**src/rtl/control_pkg.sv**
```systemverilog
// Shared encodings for the MIPS-subset decoder: opcodes, R-type funct codes,
// ALU operation enum, ALU B-operand select values and an instruction field splitter.
package control_pkg;

  // Primary opcodes, instruction[31:26]
  localparam logic [5:0] OPC_RTYPE = 6'h00;
  localparam logic [5:0] OPC_J     = 6'h02;
  localparam logic [5:0] OPC_BEQ   = 6'h04;
  localparam logic [5:0] OPC_BNE   = 6'h05;
  localparam logic [5:0] OPC_ADDI  = 6'h08;
  localparam logic [5:0] OPC_ANDI  = 6'h0C;
  localparam logic [5:0] OPC_ORI   = 6'h0D;
  localparam logic [5:0] OPC_LW    = 6'h23;
  localparam logic [5:0] OPC_SW    = 6'h2B;

  // R-type function codes, instruction[5:0]
  localparam logic [5:0] FUNCT_SLL = 6'h00;
  localparam logic [5:0] FUNCT_SRL = 6'h02;
  localparam logic [5:0] FUNCT_ADD = 6'h20;
  localparam logic [5:0] FUNCT_SUB = 6'h22;
  localparam logic [5:0] FUNCT_AND = 6'h24;
  localparam logic [5:0] FUNCT_OR  = 6'h25;
  localparam logic [5:0] FUNCT_NOR = 6'h27;
  localparam logic [5:0] FUNCT_SLT = 6'h2A;

  // ALU operation codes
  typedef enum logic [2:0] {
    OP_ADD = 3'd0,
    OP_SUB = 3'd1,
    OP_AND = 3'd2,
    OP_OR  = 3'd3,
    OP_NOR = 3'd4,
    OP_SLT = 3'd5,
    OP_SLL = 3'd6,
    OP_SRL = 3'd7
  } alu_op_e;

  // ALU B operand select
  localparam logic ALU_SRC_REG   = 1'b0;
  localparam logic ALU_SRC_IMM16 = 1'b1;

  // Named instruction fields
  typedef struct packed {
    logic [5:0] op;
    logic [4:0] rs;
    logic [4:0] rt;
    logic [4:0] rd;
    logic [4:0] sh;
    logic [5:0] funct;
  } instr_fields_t;

  function automatic instr_fields_t split_instr(input logic [31:0] instr);
    instr_fields_t f;
    f.op    = instr[31:26];
    f.rs    = instr[25:21];
    f.rt    = instr[20:16];
    f.rd    = instr[15:11];
    f.sh    = instr[10:6];
    f.funct = instr[5:0];
    return f;
  endfunction

endpackage

```
**src/rtl/alu_op_decode.sv**
```systemverilog
// R-type funct decoder: maps funct to ALU operation, flags shifts and reports
// whether the funct is supported. Extended functs (sub, or, nor, srl) are only
// decoded when CONTROL_EXT_OPS_EN is defined.
module alu_op_decode
  import control_pkg::*;
(
  input  logic [5:0] i_funct,
  output alu_op_e    o_alu_op,
  output logic       o_is_shift,
  output logic       o_valid
);

  // Funct lookup; unsupported functs fall back to ADD with valid=0
  always_comb begin
    o_alu_op   = OP_ADD;
    o_is_shift = 1'b0;
    o_valid    = 1'b0;
    case (i_funct)
      FUNCT_ADD: begin o_alu_op = OP_ADD; o_valid = 1'b1; end
      FUNCT_AND: begin o_alu_op = OP_AND; o_valid = 1'b1; end
      FUNCT_SLT: begin o_alu_op = OP_SLT; o_valid = 1'b1; end
      FUNCT_SLL: begin o_alu_op = OP_SLL; o_is_shift = 1'b1; o_valid = 1'b1; end
`ifdef CONTROL_EXT_OPS_EN
      FUNCT_SUB: begin o_alu_op = OP_SUB; o_valid = 1'b1; end
      FUNCT_OR:  begin o_alu_op = OP_OR;  o_valid = 1'b1; end
      FUNCT_NOR: begin o_alu_op = OP_NOR; o_valid = 1'b1; end
      FUNCT_SRL: begin o_alu_op = OP_SRL; o_is_shift = 1'b1; o_valid = 1'b1; end
`endif
      default: begin
        o_alu_op   = OP_ADD;
        o_is_shift = 1'b0;
        o_valid    = 1'b0;
      end
    endcase
  end

endmodule

```
**src/rtl/control_unit.sv**
```systemverilog
// Single-cycle MIPS-subset instruction decoder. All decode outputs are purely
// combinational; illegal_seen is a sticky register of any undecoded instruction
// since reset. Optional macro CONTROL_EXT_OPS_EN enables sub/or/nor/srl,
// andi/ori/lw, beq and j; without it those decode as illegal safe no-ops.
module control_unit
  import control_pkg::*;
(
  input  logic        clk,
  input  logic        reset_n,
  input  logic [31:0] instruction,
  output logic        reg_write,
  output logic        alu_src,
  output logic [2:0]  alu_op,
  output logic [4:0]  addr_a,
  output logic [4:0]  addr_b,
  output logic [4:0]  addr_in,
  output logic [4:0]  shamt,
  output logic [15:0] imm16,
  output logic [25:0] addr26,
  output logic        is_jump,
  output logic        is_branch,
  output logic        illegal,
  output logic        illegal_seen
);

  instr_fields_t w_f;
  alu_op_e       w_funct_op;
  logic          w_is_shift;
  logic          w_funct_valid;
  logic          r_illegal_seen;

  assign w_f    = split_instr(instruction);
  assign imm16  = instruction[15:0];
  assign addr26 = instruction[25:0];
  assign illegal_seen = r_illegal_seen;

  alu_op_decode u_alu_op_decode (
    .i_funct    (w_f.funct),
    .o_alu_op   (w_funct_op),
    .o_is_shift (w_is_shift),
    .o_valid    (w_funct_valid)
  );

  // Opcode decode; defaults form the safe no-op used for anything undecoded
  always_comb begin
    reg_write = 1'b0;
    alu_src   = ALU_SRC_REG;
    alu_op    = OP_ADD;
    addr_a    = w_f.rs;
    addr_b    = w_f.rt;
    addr_in   = w_f.rd;
    shamt     = 5'd0;
    is_jump   = 1'b0;
    is_branch = 1'b0;
    illegal   = 1'b1;
    case (w_f.op)
      OPC_RTYPE: begin
        if (w_funct_valid) begin
          reg_write = 1'b1;
          alu_op    = w_funct_op;
          illegal   = 1'b0;
          if (w_is_shift) begin
            // Shifts operate on rt, by the instruction's shift field
            addr_a = w_f.rt;
            shamt  = w_f.sh;
          end else begin
            addr_a = w_f.rs;
            shamt  = 5'd0;
          end
        end else begin
          illegal = 1'b1;
        end
      end
      OPC_ADDI: begin
        addr_in   = w_f.rt;
        alu_src   = ALU_SRC_IMM16;
        alu_op    = OP_ADD;
        reg_write = 1'b1;
        illegal   = 1'b0;
      end
      OPC_SW: begin
        addr_in   = w_f.rt;
        alu_src   = ALU_SRC_IMM16;
        alu_op    = OP_ADD;
        reg_write = 1'b0;
        illegal   = 1'b0;
      end
      OPC_BNE: begin
        addr_in   = w_f.rt;
        alu_op    = OP_SUB;
        is_branch = 1'b1;
        illegal   = 1'b0;
      end
`ifdef CONTROL_EXT_OPS_EN
      OPC_ANDI: begin
        addr_in   = w_f.rt;
        alu_src   = ALU_SRC_IMM16;
        alu_op    = OP_AND;
        reg_write = 1'b1;
        illegal   = 1'b0;
      end
      OPC_ORI: begin
        addr_in   = w_f.rt;
        alu_src   = ALU_SRC_IMM16;
        alu_op    = OP_OR;
        reg_write = 1'b1;
        illegal   = 1'b0;
      end
      OPC_LW: begin
        addr_in   = w_f.rt;
        alu_src   = ALU_SRC_IMM16;
        alu_op    = OP_ADD;
        reg_write = 1'b1;
        illegal   = 1'b0;
      end
      OPC_BEQ: begin
        addr_in   = w_f.rt;
        alu_op    = OP_SUB;
        is_branch = 1'b1;
        illegal   = 1'b0;
      end
      OPC_J: begin
        is_jump = 1'b1;
        alu_op  = OP_ADD;
        illegal = 1'b0;
      end
`endif
      default: begin
        illegal = 1'b1;
      end
    endcase
  end

  // Sticky record of any illegal instruction since reset
  always_ff @(posedge clk or negedge reset_n) begin
    if (!reset_n) begin
      r_illegal_seen <= 1'b0;
    end else begin
      r_illegal_seen <= r_illegal_seen | illegal;
    end
  end

endmodule

```
**config.mk**
```make
export PLATFORM = sky130hd
export DESIGN_NAME = control_unit
export DESIGN_NICKNAME = d
export VERILOG_FILES = /design/src/rtl/control_pkg.sv /design/src/rtl/alu_op_decode.sv /design/src/rtl/control_unit.sv
export SDC_FILE = /design/constraint.sdc
export NUM_CORES = 1
export LEC_CHECK = 0
export ABC_CLOCK_PERIOD_IN_PS = 1700
export BUFFER_PORTS_ARGS = -buffer_cell sky130_fd_sc_hd__buf_2
export CAP_MARGIN = 5
export CORE_AREA = 2 2 53 55
export CTS_CLUSTER_DIAMETER = 40
export DETAILED_ROUTE_END_ITERATION = 8
export DIE_AREA = 0 0 55 57
export PLACE_DENSITY = 0.78
export REMOVE_ABC_BUFFERS = 1
export SYNTH_ARGS = -nofsm -noshare
export SYNTH_HDL_FRONTEND = slang
export SYNTH_SLANG_ARGS = --single-unit
```
**constraint.sdc**
```tcl
create_clock -name clk -period 1.7 [get_ports clk]
set_input_delay 0 -clock clk [delete_from_list [all_inputs] [get_ports clk]]
set_output_delay 0 -clock clk [all_outputs]
set_load 0.03 [all_outputs]
```
==> out/results.ini, run 1 <==
[pwr]
p_clk_share_pct = 0
switchingPower_mw = 0.2370
swShare_pct = 62.34
p_leak_nw = 0.6801
vdd_drop_max_uv = 204.4
power_mw = 0.3802
cell_internal_pwr_mw = 0.1432
power.density_nw_per_um2 = 346.5
p_comb_share_pct = 93.6
power_frac_seq_pct = 6.4

[synthesis]
seq_area_frac_synth_pct = 3.135
synth_mux_area_share_pct = 16.46
yosysWarnings = 0
synthSimpleGateAreaFrac_pct = 28.37
netlist_area_um2 = 798.3
synth_cell_types = 27
synth_compound_area_share_pct = 5.329
synth_fa_ha_area_share_pct = 0
synth_xor_area_share_pct = 1.097
ys.flop_type = dfrtp_1
synth_top_family_by_area = buffers and inverters
synthCells = 101
async_flop_share_pct = 100.0
synth_area_per_cell_um2 = 7.904
ys_seq_elements = 1
synth_edf_count = 0

[critical_path]
cp-end-kind = output port
arrival_ns = 1.68
r2r_start = illegal_seen$_DFF_PN0_
cp_data_required_time_ns = 1.70
critPathLaunchType = input port
path_class = in2out
worst_path_largest_cell_delay_ns = 0.52
critPathMostFrequentCell = buf_6
cp_max_fo = 7
timing.rr.end = illegal_seen$_DFF_PN0_
path_cells = buf_6 -> or4_4 -> or3_4 -> nor2_8 -> mux2_4 -> buf_6
rrSetupSlack_ns = 1.05
reg2reg_depth = 1
slowest_stage = or4_4

[timing]
skew_ns = 0
rsz0062_at_grt = true
fmax_mhz = 593.6
relSlewSlack_pct = 59.55
final.setup.worst_slack_ns = 0.01535
fin_crit_ns = 1.685
fin_crit_sh_pct = 99.10
fin_tns_setup_ns = 0
setup_viol = 0
hold_viol = 0
worst_pin_slew_ns = 0.6027
drv_slew = 0

[routing]
drt_first_pass_iters = 3
vias_per_cell = 4.311
ant_nets = 0
num_vias = 832
first_iter_violations = 13
drc_errors = 0
wire_per_inst_um = 11.78
totalWireLength_mm = 2.274

[finish]
syn2layout_area_growth_pct = 37.46
num_antenna_cells = 0
largest_register_ffs = 1
post-route-util_pct = 41.96
nets = 198
drive_above_1_share_pct = 74.07

[hold_path]
min_from = instruction[12]
hold_path_depth = 2
hold_end = imm16[12]
hp-class = in2out

[floorplan]
initial_core_util_pct = 30.53
core_area_um2 = 2615
num_rows = 19
chipWidth_um = 55
die-area_um2 = 3135
io_pins = 105
die_h_um = 57

[global_route]
grt_pass1_wl_mm = 3.036
overflow = 0
grt_antenna_before_repair = 0
grt.total_usage_pct = 12.36
grt_pass1_vias = 669
grt_max_degree = 11

[placement]
portBuffers = 103
place_ws_ns = 0.01417
gp_congestion = 0.6376
hpwl_mm = 1.998

[flow_run]
maxCapViolCount = 0

[run_status]
status = completed

[clock_tree]
insertion_delay_ns = 0

==> Yosys cell counts, drive strengths merged (2+ instances only) <==
cell	n	area (µm²)
nor3	5	30.03
mux2	10	131.4
nor2	7	42.54
nand2b	2	12.51
nand2	4	15.01
buf	48	360.4
and2	5	31.28
nor3b	2	15.01
o21ai	2	10.01
a21oi	3	15.01
==> power by group through the flow <==
| stage | Clock [mW] | Combinational (mW) | Sequential (mW) |
|---|---|---|---|
| after floorplan | 0 | 0.0767 | 0.0242 |
| after global placement | 0 | 0.339 | 0.0242 |
| after detailed placement | 0 | 0.343 | 0.0242 |
| after CTS | 0 | 0.345 | 0.0242 |
| after global routing | 0 | 0.379 | 0.0242 |
| final | 0 | 0.356 | 0.0242 |
==> per-layer routing <==
layer	global-route usage, %	routed length (µm)
met3	0	224
met2	25.68	1242
met5	0	0
met4	0	0
met1	14.15	807
==> cells in the final DEF, fill, tap and decap left out, types with 2 or more instances in the layout <==
cell,count
a21oi_1,3
and2_1,5
buf_2,92
buf_4,8
buf_6,8
mux2_1,4
mux2_4,5
nand2_1,4
nand2b_1,2
nor2_1,6
nor3_1,4
nor3b_1,2
o21ai_1,2
==> critical path: cells and delay by family <==
kind | cells | cell delay (ns)
multiplexers | 1 | 0.32
AND/OR/NAND/NOR | 3 | 1.13
buffers and inverters | 2 | 0.23
==> final cells by class <==
cell class / count / area (µm²)
Fill cell: 275 / 1518
Multi-Input combinational cell: 52 / 412.9
Sequential cell: 1 / 25.02
Tap cell: 31 / 38.79
Timing Repair Buffer: 109 / 620.6
==> what timing repair did <==
action                                 4_1_cts  5_1_grt
hold buffers                                 1        0
endpoints found under the hold margin        1        0
setup buffers                                0        2
setup endpoints to repair                    0        5
gates resized for setup                      0       26
==> how the worst max path moves through the flow <==
stage              startpoint        end  slack, ns  cells after the start
2_1_floorplan  instruction[1]  alu_op[2]       0.28                      3
3_3_place_gp   instruction[1]  addr_a[1]       0.03                      6
3_5_place_dp   instruction[1]  addr_a[1]       0.01                      6
4_1_cts        instruction[1]  addr_a[1]       0.01                      6
5_1_grt        instruction[0]  addr_a[2]      -0.03                      6
6_report       instruction[0]  addr_a[2]       0.02                      6
==> per-stage QoR <==
step           cells  hold slack (ns)  area, µm²
6_report         193           0.2714       1097
5_1_grt          193           0.2766       1097
4_1_cts          191           0.2728       1025
3_5_place_dp     190          -0.2233       1015
3_3_place_gp     190          -0.2252       1015
2_1_floorplan     53          -0.2956      437.9
==> logic make-up after synthesis <==
group / Yosys count
AOI/OAI and AO/OA: 7
and+or+nand+nor: 33
DFF: 1
xor gates and xnor gates: 1
buffers and inverters: 48
other: 1
muxes: 10
No activity file was read; power rests on OpenSTA's default activity.
==> run 2, diff against run 1 <==
--- a/config.mk
+++ b/config.mk
@@ -13,7 +13,8 @@
 export DETAILED_ROUTE_END_ITERATION = 8
 export DIE_AREA = 0 0 55 57
-export PLACE_DENSITY = 0.78
+export PLACE_DENSITY = 0.77
 export REMOVE_ABC_BUFFERS = 1
 export SYNTH_ARGS = -nofsm -noshare
 export SYNTH_HDL_FRONTEND = slang
+export SYNTH_HIERARCHICAL = 1
 export SYNTH_SLANG_ARGS = --single-unit
==> constraint.sdc (replaced) <==
create_clock -name clk -period 1.7 [get_ports clk]
set_input_delay 0 -clock clk [delete_from_list [all_inputs] [get_ports clk]]
set_output_delay 0 -clock clk [all_outputs]
set_load 0.05 [all_outputs]
==> out/results.ini, run 2 <==
[synthesis]
synth_edf_count = 0  ; unchanged
synth_cell_types = 25  ; -7.4%
netlist_area_um2 = 769.5  ; -3.6%
ys_seq_elements = 1  ; unchanged
yosysMostFrequentCell = buf_4
yosysWarnings = 6  ; +6
synth_top_cell_by_area = buf_4
ys.flop_type = dfrtp_1
async_flop_share_pct = 100.0  ; unchanged
synthCells = 95  ; -5.9%
synth_area_leaders = buf_4, mux2_4, mux2_2
synth_commonest_cells = buf_4, nor2_1, and3_2, mux2_2, mux2_4
synth_area_per_cell_um2 = 8.100  ; +2.5%
synth_top_area_share_pct = 46.83  ; +1.7 points
seq_area_frac_synth_pct = 3.252  ; +0.12 points

[finish]
fin_cells = 197  ; +2.1%
syn2layout_area_growth_pct = 63.74
layout_common_cells = buf_2, buf_4, buf_8
multi_input_area_um2 = 421.7  ; +2.1%
post-route-util_pct = 48.18  ; +6.2 points
drive_above_1_share_pct = 87.35  ; +13 points
fillers = 248  ; -9.8%
num_antenna_cells = 0  ; unchanged
mostFrequentLayoutCell = buf_2
seq_area_um2 = 25.02  ; unchanged
nets = 202  ; +2.0%
largest_register_ffs = 1  ; unchanged

[pwr]
cell_internal_pwr_mw = 0.1521  ; +6.2%
swShare_pct = 69.78  ; +7.4 points
p_leak_nw = 0.7484  ; +10%
p_clk_share_pct = 0  ; unchanged
power_frac_seq_pct = 4.8  ; -1.6 points
switchingPower_mw = 0.3513  ; +48%
power_mw = 0.5034  ; +32%
vdd_drop_max_uv = 370.5  ; +81%
p_comb_share_pct = 95.2  ; +1.6 points
power.density_nw_per_um2 = 399.5  ; +15%

[critical_path]
cp-end-kind = output port
arrival_ns = 1.76  ; +0.08 ns
rrSetupSlack_ns = 1.07  ; +0.02 ns
timing.rr.end = illegal_seen$_DFF_PN0_
path_class = in2out
cp-endpoint = addr_a[0]
timing.critical_path.from = instruction[3]
critPathLaunchType = input port
r2r_start = illegal_seen$_DFF_PN0_
reg2reg_depth = 1  ; unchanged
cp_data_required_time_ns = 1.70  ; about the same
cp_max_fo = 5  ; -2

[global_route]
overflow = 0  ; unchanged
grt_antenna_before_repair = 0  ; unchanged
grt_max_degree = 7  ; -4
grt_pass1_wl_mm = 3.001  ; -1.2%
grt_pass1_vias = 698  ; +4.3%
grt.total_usage_pct = 12.01  ; -0.36 points

[run_status]
status = complete, but fails checks
failed_checks = setup timing

[timing]
drv_slew = 0  ; unchanged
setup_viol = 5  ; +5
fin_crit_sh_pct = 103.3  ; +4.2 points
fin_crit_ns = 1.755  ; +0.07065 ns
final.setup.worst_slack_ns = -0.05530  ; -0.07065 ns
skew_ns = 0  ; unchanged
hold_viol = 0  ; unchanged
rsz0062_at_grt = true
fin_tns_setup_ns = -0.2675  ; -0.2675 ns
fmax_mhz = 569.7  ; -4.0%

[floorplan]
initial_core_util_pct = 29.43  ; -1.1 points
io_pins = 105  ; unchanged
die_h_um = 57  ; unchanged
num_rows = 19  ; unchanged
die-area_um2 = 3135  ; unchanged
core_area_um2 = 2615  ; unchanged
chipWidth_um = 55  ; unchanged

[hold_path]
min_from = instruction[24]
hp-class = in2out

[routing]
num_vias = 833  ; +0.12%
vias_per_cell = 4.228  ; -1.9%
first_iter_violations = 9  ; -4
wire_per_inst_um = 11.64  ; -1.2%
drt_first_pass_iters = 2  ; -1
drc_errors = 0  ; unchanged
ant_nets = 0  ; unchanged
totalWireLength_mm = 2.293  ; +0.84%

[placement]
portBuffers = 103  ; unchanged
placed_cells = 192  ; +1.1%
gp_congestion = 0.7005  ; +9.9%
hpwl_mm = 1.842  ; -7.8%

[flow_run]
maxCapViolCount = 0  ; unchanged

[clock_tree]
insertion_delay_ns = 0  ; unchanged

run 2: changes by cell type in the layout (fill, tap and decap cells not counted), moves of 4 or more:
cell and delta:
mux2_2 +4, mux2_1 -4, buf_8 +10, buf_4 +7, and3_4 +5, and2_1 -5
run 2: cells by family after synthesis:
family | after synthesis | synth area share, %
muxes | 10 | 17.07
other | 1 | 0.4873
DFF | 1 | 3.252
and+or+nand+nor | 28 | 26.02
AOI/OAI and AO/OA | 6 | 5.692
buffers and inverters | 49 | 47.48
run 2: through the flow:
step | hold slack (ns) | setup slack (ns) | instance area (µm²)
finish | 0.3035 | -0.05530 | 1260
global route | 0.3085 | -0.1396 | 1260
CTS | 0.3048 | -0.06601 | 1146
detailed placement | -0.2233 | -0.2183 | 1049
global placement | -0.2240 | -0.1629 | 1049
floorplan | -0.2956 | -0.3217 | 404.1
run 2: critical path: stages:
cell	delay, ns
buf_6	0.09
or4_4	0.54
o22ai_4	0.17
nor4b_4	0.34
nand2_4	0.14
mux2_4	0.33
buf_8	0.15
run 2: power by group through the flow:
stage / registers [mW] / logic [mW] / clock network [mW]
after floorplan: 0.0242 / 0.0985 / 0
final: 0.0242 / 0.479 / 0
after detailed placement: 0.0242 / 0.456 / 0
after global placement: 0.0242 / 0.454 / 0
after CTS: 0.0242 / 0.473 / 0
after global routing: 0.0242 / 0.500 / 0
run 2: worst min-delay path by stage:
stage / slack, ns / to / cells after the start
after floorplan: -0.30 / illegal_seen$_DFF_PN0_ / 0
after global placement: -0.22 / illegal_seen$_DFF_PN0_ / 1
after detailed placement: -0.22 / illegal_seen$_DFF_PN0_ / 1
after CTS: 0.30 / addr26[21] / 2
after global routing: 0.31 / addr26[23] / 2
final: 0.30 / addr26[24] / 2
run 2: what timing repair did:
action / 4_1_cts / 5_1_grt
cloned: 0 / 0
hold buffers: 1 / 0
pin swaps: 3 / 7
setup endpoints to repair: 13 / 14
buffers inserted: 3 / 1
hold endpoints to repair: 1 / 0
gates resized for setup: 20 / 30
run 2: routing by layer:
| metal | up-vias | routed length [µm] | track usage, % |
|---|---|---|---|
| met5 | - | 0 | 0 |
| met4 | 0 | 0 | 0 |
| met3 | 0 | 224 | 0.2618 |
| met2 | 48 | 1227 | 22.96 |
| met1 | 369 | 841 | 15.46 |
| li1 | 416 | - | - |
run 2: area by class of cell:
type / count / area share [%]
repair buffers: 120 / 61.47
multi-input cells: 45 / 33.47
well taps: 31 / 3.078
flip-flops and latches: 1 / 1.986
